`src/rtl/me_search_ctrl.sv`:
```
`default_nettype none
// ============================================================================
// Module      : me_search_ctrl
// Description : Sequencer for the motion-estimation absolute-difference (AD)
//               accumulation array. It walks the current block pixel by pixel
//               for each batch of candidates and owns the partial-SAD
//               registers that feed the AD array and capture its result. After
//               each batch it scans the batch SADs lane by lane and keeps a
//               running minimum. On completion it pulses o_done with the best
//               SAD and its global candidate index.
// Revision    : 1.0 - initial release
//
// Ports
//   clk             rising-edge clock
//   rst_n           asynchronous active-low reset
//   i_start         begin a search (sampled only while idle)
//   o_busy          high from the cycle after start until DONE exits
//   o_done          one-cycle pulse, results valid
//   o_fetch_req     high while accumulating; requests pixel o_cur_addr and
//                   the reference row of batch o_batch_idx on the AD inputs
//   i_fetch_valid   AD inputs hold valid data this cycle
//   o_cur_addr      current-block pixel index
//   o_batch_idx     current batch
//   o_psad_to_ad    registered per-lane accumulator driven to the AD array
//                   (lane i at bits [(i+1)*PSAD_BITS-1 : i*PSAD_BITS])
//   i_psad_from_ad  AD array psad result, same packing
//   o_best_sad      minimum SAD found
//   o_best_index    global candidate index = batch*PIXELS_IN_BATCH + lane
//
// Build option
//   ME_PSAD_SATURATE_EN : when defined, a lane whose AD add carries out of
//                         PSAD_BITS is clamped to all-ones for the rest of the
//                         batch. Otherwise lanes wrap modulo 2^PSAD_BITS.
// ============================================================================
module me_search_ctrl #(
    parameter int PIXELS_IN_BATCH = 16,
    parameter int BIT_DEPTH       = 8,
    parameter int PSAD_BITS       = 11,
    parameter int BLOCK_PIXELS    = 8,
    parameter int NUM_BATCHES     = 4
) (
    input  logic                                          clk,
    input  logic                                          rst_n,
    input  logic                                          i_start,
    output logic                                          o_busy,
    output logic                                          o_done,
    output logic                                          o_fetch_req,
    input  logic                                          i_fetch_valid,
    output logic [$clog2(BLOCK_PIXELS)-1:0]               o_cur_addr,
    output logic [$clog2(NUM_BATCHES)-1:0]                o_batch_idx,
    output logic [PSAD_BITS*PIXELS_IN_BATCH-1:0]          o_psad_to_ad,
    input  logic [PSAD_BITS*PIXELS_IN_BATCH-1:0]          i_psad_from_ad,
    output logic [PSAD_BITS-1:0]                          o_best_sad,
    output logic [$clog2(PIXELS_IN_BATCH*NUM_BATCHES)-1:0] o_best_index
);

    localparam int c_ADDR_W  = $clog2(BLOCK_PIXELS);
    localparam int c_BATCH_W = $clog2(NUM_BATCHES);
    localparam int c_LANE_W  = $clog2(PIXELS_IN_BATCH);
    localparam int c_IDX_W   = $clog2(PIXELS_IN_BATCH*NUM_BATCHES);
    localparam int c_ACC_W   = PSAD_BITS*PIXELS_IN_BATCH;

    // A lane can only carry out if a full block of maximum differences
    // exceeds the lane width; otherwise clamping logic is never needed.
    localparam bit c_CAN_OVF =
        (BLOCK_PIXELS * ((1 << BIT_DEPTH) - 1)) >= (1 << PSAD_BITS);

`ifdef ME_PSAD_SATURATE_EN
    localparam bit c_SAT_EN = 1'b1;
`else
    localparam bit c_SAT_EN = 1'b0;
`endif

    typedef enum logic [1:0] {
        S_IDLE    = 2'd0,
        S_ACCUM   = 2'd1,
        S_COMPARE = 2'd2,
        S_DONE    = 2'd3
    } state_t;

    state_t                 r_state;
    state_t                 w_next_state;

    logic [c_ACC_W-1:0]     r_acc;
    logic [c_ACC_W-1:0]     w_acc_next;
    logic [c_ADDR_W-1:0]    r_addr;
    logic [c_BATCH_W-1:0]   r_batch;
    logic [c_LANE_W-1:0]    r_k;
    logic [PSAD_BITS-1:0]   r_best_sad;
    logic [c_IDX_W-1:0]     r_best_idx;

    logic                   w_accept;
    logic                   w_last_pixel;
    logic                   w_last_lane;
    logic                   w_last_batch;
    logic [PSAD_BITS-1:0]   w_lane_sad;
    logic [c_IDX_W-1:0]     w_cand_idx;

    assign w_accept     = (r_state == S_ACCUM) && i_fetch_valid;
    assign w_last_pixel = (r_addr  == c_ADDR_W'(BLOCK_PIXELS-1));
    assign w_last_lane  = (r_k     == c_LANE_W'(PIXELS_IN_BATCH-1));
    assign w_last_batch = (r_batch == c_BATCH_W'(NUM_BATCHES-1));
    assign w_lane_sad   = r_acc[r_k*PSAD_BITS +: PSAD_BITS];
    assign w_cand_idx   = c_IDX_W'(r_batch) * c_IDX_W'(PIXELS_IN_BATCH)
                        + c_IDX_W'(r_k);

    // ------------------------------------------------------------------
    // Per-lane capture of the AD result
    // ------------------------------------------------------------------
    for (genvar gi = 0; gi < PIXELS_IN_BATCH; gi++) begin : g_lane
        if (c_SAT_EN && c_CAN_OVF) begin : g_sat
            logic [PSAD_BITS-1:0] w_old;
            logic [PSAD_BITS-1:0] w_new;
            assign w_old = r_acc[gi*PSAD_BITS +: PSAD_BITS];
            assign w_new = i_psad_from_ad[gi*PSAD_BITS +: PSAD_BITS];
            // A wrapped sum is smaller than what went in; an already
            // clamped lane stays clamped until the batch clears.
            assign w_acc_next[gi*PSAD_BITS +: PSAD_BITS] =
                ((w_old == '1) || (w_new < w_old)) ? '1 : w_new;
        end else begin : g_pass
            assign w_acc_next[gi*PSAD_BITS +: PSAD_BITS] =
                i_psad_from_ad[gi*PSAD_BITS +: PSAD_BITS];
        end
    end

    // ------------------------------------------------------------------
    // FSM state register
    // ------------------------------------------------------------------
    always_ff @(posedge clk or negedge rst_n) begin
        if (!rst_n) begin
            r_state <= S_IDLE;
        end else begin
            r_state <= w_next_state;
        end
    end

    // ------------------------------------------------------------------
    // FSM next state and state-decoded outputs
    // ------------------------------------------------------------------
    always_comb begin
        w_next_state = r_state;
        o_busy       = 1'b0;
        o_done       = 1'b0;
        o_fetch_req  = 1'b0;
        case (r_state)
            S_IDLE: begin
                if (i_start) begin
                    w_next_state = S_ACCUM;
                end
            end
            S_ACCUM: begin
                o_busy      = 1'b1;
                o_fetch_req = 1'b1;
                if (w_accept && w_last_pixel) begin
                    w_next_state = S_COMPARE;
                end
            end
            S_COMPARE: begin
                o_busy = 1'b1;
                if (w_last_lane) begin
                    w_next_state = w_last_batch ? S_DONE : S_ACCUM;
                end
            end
            S_DONE: begin
                o_busy       = 1'b1;
                o_done       = 1'b1;
                w_next_state = S_IDLE;
            end
            default: begin
                w_next_state = S_IDLE;
            end
        endcase
    end

    // ------------------------------------------------------------------
    // Datapath: accumulator, counters and running minimum
    // ------------------------------------------------------------------
    always_ff @(posedge clk or negedge rst_n) begin
        if (!rst_n) begin
            r_acc      <= '0;
            r_addr     <= '0;
            r_batch    <= '0;
            r_k        <= '0;
            r_best_sad <= '1;
            r_best_idx <= '0;
        end else begin
            case (r_state)
                S_IDLE: begin
                    r_acc   <= '0;
                    r_addr  <= '0;
                    r_batch <= '0;
                    r_k     <= '0;
                    // Previous results stay visible until a new search.
                    if (i_start) begin
                        r_best_sad <= '1;
                        r_best_idx <= '0;
                    end
                end
                S_ACCUM: begin
                    if (i_fetch_valid) begin
                        r_acc  <= w_acc_next;
                        r_addr <= w_last_pixel ? '0 : r_addr + c_ADDR_W'(1);
                    end
                end
                S_COMPARE: begin
                    // Strict compare: on a tie the earlier candidate wins.
                    if (w_lane_sad < r_best_sad) begin
                        r_best_sad <= w_lane_sad;
                        r_best_idx <= w_cand_idx;
                    end
                    if (w_last_lane) begin
                        r_k <= '0;
                        if (!w_last_batch) begin
                            r_batch <= r_batch + c_BATCH_W'(1);
                            r_acc   <= '0;
                        end
                    end else begin
                        r_k <= r_k + c_LANE_W'(1);
                    end
                end
                default: begin
                end
            endcase
        end
    end

    assign o_cur_addr   = r_addr;
    assign o_batch_idx  = r_batch;
    assign o_psad_to_ad = r_acc;
    assign o_best_sad   = r_best_sad;
    assign o_best_index = r_best_idx;

endmodule
`default_nettype wire
```
`config.mk`:
```
export PLATFORM = sky130hd
export DESIGN_NAME = me_search_ctrl
export DESIGN_NICKNAME = d
export VERILOG_FILES = /design/src/rtl/me_search_ctrl.sv
export SDC_FILE = /design/constraint.sdc
export NUM_CORES = 1
export LEC_CHECK = 0
export CORE_MARGIN = 3
export CORE_UTILIZATION = 48
export DETAILED_ROUTE_END_ITERATION = 7
export HOLD_SLACK_MARGIN = 0.1
export PLACE_DENSITY_LB_ADDON = 0.12
export SLEW_MARGIN = 25
export SYNTH_ARGS = -nofsm -noshare
export SYNTH_HDL_FRONTEND = slang
export SYNTH_SLANG_ARGS = --single-unit
```
`constraint.sdc`:
```
create_clock -name clk -period 7.8 [get_ports clk]
set_clock_uncertainty 0.15 [all_clocks]
set_input_delay 1.56 -clock clk [delete_from_list [all_inputs] [get_ports clk]]
set_output_delay 1.56 -clock clk [all_outputs]
set_load 0.005 [all_outputs]
```
==> flow_summary.yaml <==
final_layout:
  fillCellCount: 1471
  postLayoutCellArea_mm2: 0.0145
  fin_nets: 1554
  stdcell_count: 1639
  syn_to_final_growth_pct: 47.0
  drive_gt1_frac: 0.0845
setup_path:
  r2r-start: "r_k[0]"
  cp_max_fo: 26
  cp.arrival_ns: 4.45
  max_stage_delay_ns: 0.74
  criticalPathCategory: "flip-flop to flip-flop"
  reg2reg_slack_ns: 3.58
  crit_required_ns: 8.03
  crit_chain: "buf_4, mux4_2, a22oi_1, nand2_1, ha_1, nor2b_1, o21a_1, o21ai_0, nand4_4, mux2_2"
  crit_family: "multiplexers"
  cp.buffers_inverters: 1
  r2r_cells: 10
  reg2reg_to: "o_best_index[4]"
  cpMaxStageDelayCell: "dfrtp_4"
  setup.worst_path.end_class: "flip-flop"
  crit_path_start_kind: "flip-flop"
yosys:
  synth-seq-cells: 204
  ys_top_cells_by_area: "dfrtp_1, nand2_1, o21ai_0"
  ys_top_cells_by_count: "nand2_1, o21ai_0, dfrtp_1"
  yosysMostFrequentCell: "nand2_1"
  synth_edf_count: 0
  netlist_area_mm2: 0.00985
  synth_top_area_share: 0.490
  syn-num-nets: 1220
  ys_warn_count: 0
  synth.largest_area_cell: "dfrtp_1"
  syn_avg_cell_area_um2: 9.60
  yosysUniqueCellTypes: 34
  async_flop_share: 1.00
  synthFlopType: "dfrtp_1"
  ys_seq_area_frac: 0.520
  synth_cells: 1026
global_routing:
  antenna_found_initial: 2
  grt_pass1_wl_um: 51000
  track_usage: 0.298
  grt_max_degree: 293
  grt_overflow: 0
  grt_pass1_vias: 8825
place:
  dp_hpwl_um: 24900
  place_congestion: 0.872
  placedCellCount: 1599
  port_buffers: 380
  place_area_mm2: 0.0137
timing:
  period_minus_slack_ns: 4.22
  finalCritPeriodShare: 0.541
  max_slew_margin: 0.440
  finalSetupViolCount: 0
  rsz0062_at_grt: "false"
  max_freq_mhz: 237
  tightest_slew_ns: 0.840
  totalNegativeSetupSlack_ns: 0
  hold_viol: 0
  drv_slew: 0
  timing.hold.ws_ns: 0.350
floorplan:
  die_width_um: 149
  start_util: 0.498
  row_count: 51
  boundaryPins: 381
  core_area_mm2: 0.0198
  fp.dieH_um: 149
  die_area_mm2: 0.0223
drt:
  dr.pass1.iters: 5
  wirelength_um: 34000
  drt_iter0_drc: 516
  via_per_inst: 5.41
  drc_errors: 0
  vias: 8859
  ant_nets: 0
  wl_per_cell_um: 20.7
clock_tree:
  cts_made_buffers: 23
  post_cts_buffers: 0
  postCtsResizedCells: 0
  clock_latency_ns: 0.50
  htreeDepth: 1
  clk_pin_slew_ns: 0.06
  hold_buffers: 0
  clock_path_buffers: 3
  cts_root_buf: "clkbuf_16"
  cts.sinks: 204
  cts_tree: "yes"
status:
  status: "finished, final reports clean"
worst_hold_path:
  min_to: "o_psad_to_ad[160]"
  worstHoldStart: "o_psad_to_ad[160]"
  hold_path_depth: 2
  worstHoldPathType: "flip-flop to flip-flop"
pwr:
  power.total_mw: 5.02
  ir_worst_vdd_uv: 239
  power.density_mw_per_mm2: 347
  p_leak_nw: 6.39
flow_run:
  drv_cap: 0
[cells by family after synthesis]
| kind of cell | after synthesis | share of synthesized area |
|---|---|---|
| AOI/OAI and AO/OA | 240 | 0.133 |
| buffers and inverters | 95 | 0.0403 |
| muxes | 64 | 0.125 |
| and+or+nand+nor | 409 | 0.164 |
| adders and majority gates | 14 | 0.0178 |
| DFF | 204 | 0.520 |
[stage by stage]
stage / setup slack (ns) / util
floorplan: 4.24 / -
global placement: 3.65 / 0.694
detailed placement: 3.58 / 0.694
CTS: 3.56 / 0.730
global route: 3.28 / 0.731
finish: 3.58 / 0.732
[cells in the final DEF (no fill, tap or decap), drive strengths merged, types with 2 or more instances in the layout]
cell / instances
and2: 2
o21a: 2
mux2: 16
inv: 16
ha: 14
nor2b: 10
mux4: 43
nand4: 3
nand2b: 5
nand3: 5
nor2: 7
clkdlybuf4s50: 379
a21oi: 3
mux2i: 5
clkinv: 2
o31ai: 3
o21ai: 200
nand2: 374
buf: 8
a22o: 7
a22oi: 20
clkbuf: 36
dfstp: 11
dfrtp: 193
o22a: 2
[power by group]
part	switching (mW)	leakage, nW	total [mW]	internal [mW]
Sequential	0.399	2.52	1.87	1.47
Combinational	0.973	3.52	2.12	1.15
Clock	0.417	0.344	1.03	0.611
[layer usage]
layer | global-route usage | wire, um | vias to the layer above
li1 | - | - | 4149
met1 | 0.380 | 13100 | 4251
met2 | 0.489 | 16500 | 365
met3 | 0.0744 | 2790 | 90
met4 | 0.125 | 1580 | 4
met5 | 0 | 25 | -
[worst min-delay path: stages, from the launching register on]
cell and delay, ns:
dfrtp_1 0.35, nand2_1 0.05, o21ai_0 0.06
[final cells by class]
| class | count | area [um2] | area share |
|---|---|---|---|
| Antenna cell | 1 | 2.50 | 0.000173 |
| Sequential cell | 204 | 5120 | 0.354 |
| Clock buffer | 35 | 661 | 0.0456 |
| Multi-Input combinational cell | 727 | 4350 | 0.300 |
| Clock inverter | 3 | 40.0 | 0.00277 |
| Timing Repair Buffer | 388 | 3910 | 0.270 |
| Tap cell | 265 | 332 | 0.0229 |
| Inverter | 16 | 60.1 | 0.00415 |
[worst max-delay path by stage]
stage | from | endpoint | cells after the start
6_report | r_k[0] | o_best_index[4] | 10
4_1_cts | r_k[0] | o_best_index[4] | 10
3_3_place_gp | r_k[0] | o_best_index[5] | 10
3_5_place_dp | r_k[0] | o_best_index[4] | 10
2_1_floorplan | r_k[0] | o_best_sad[1] | 12
5_1_grt | r_k[0] | o_best_index[1] | 10
[flip-flops by register name (all words and copies together) (netlist names)]
| register | cells |
|---|---|
| r_state | 2 |
| o_cur_addr | 3 |
| r_k | 4 |
| o_best_sad | 11 |
| o_batch_idx | 2 |
| o_best_index | 6 |
| o_psad_to_ad | 176 |
Note: power is estimated with default switching activity, not from simulation.
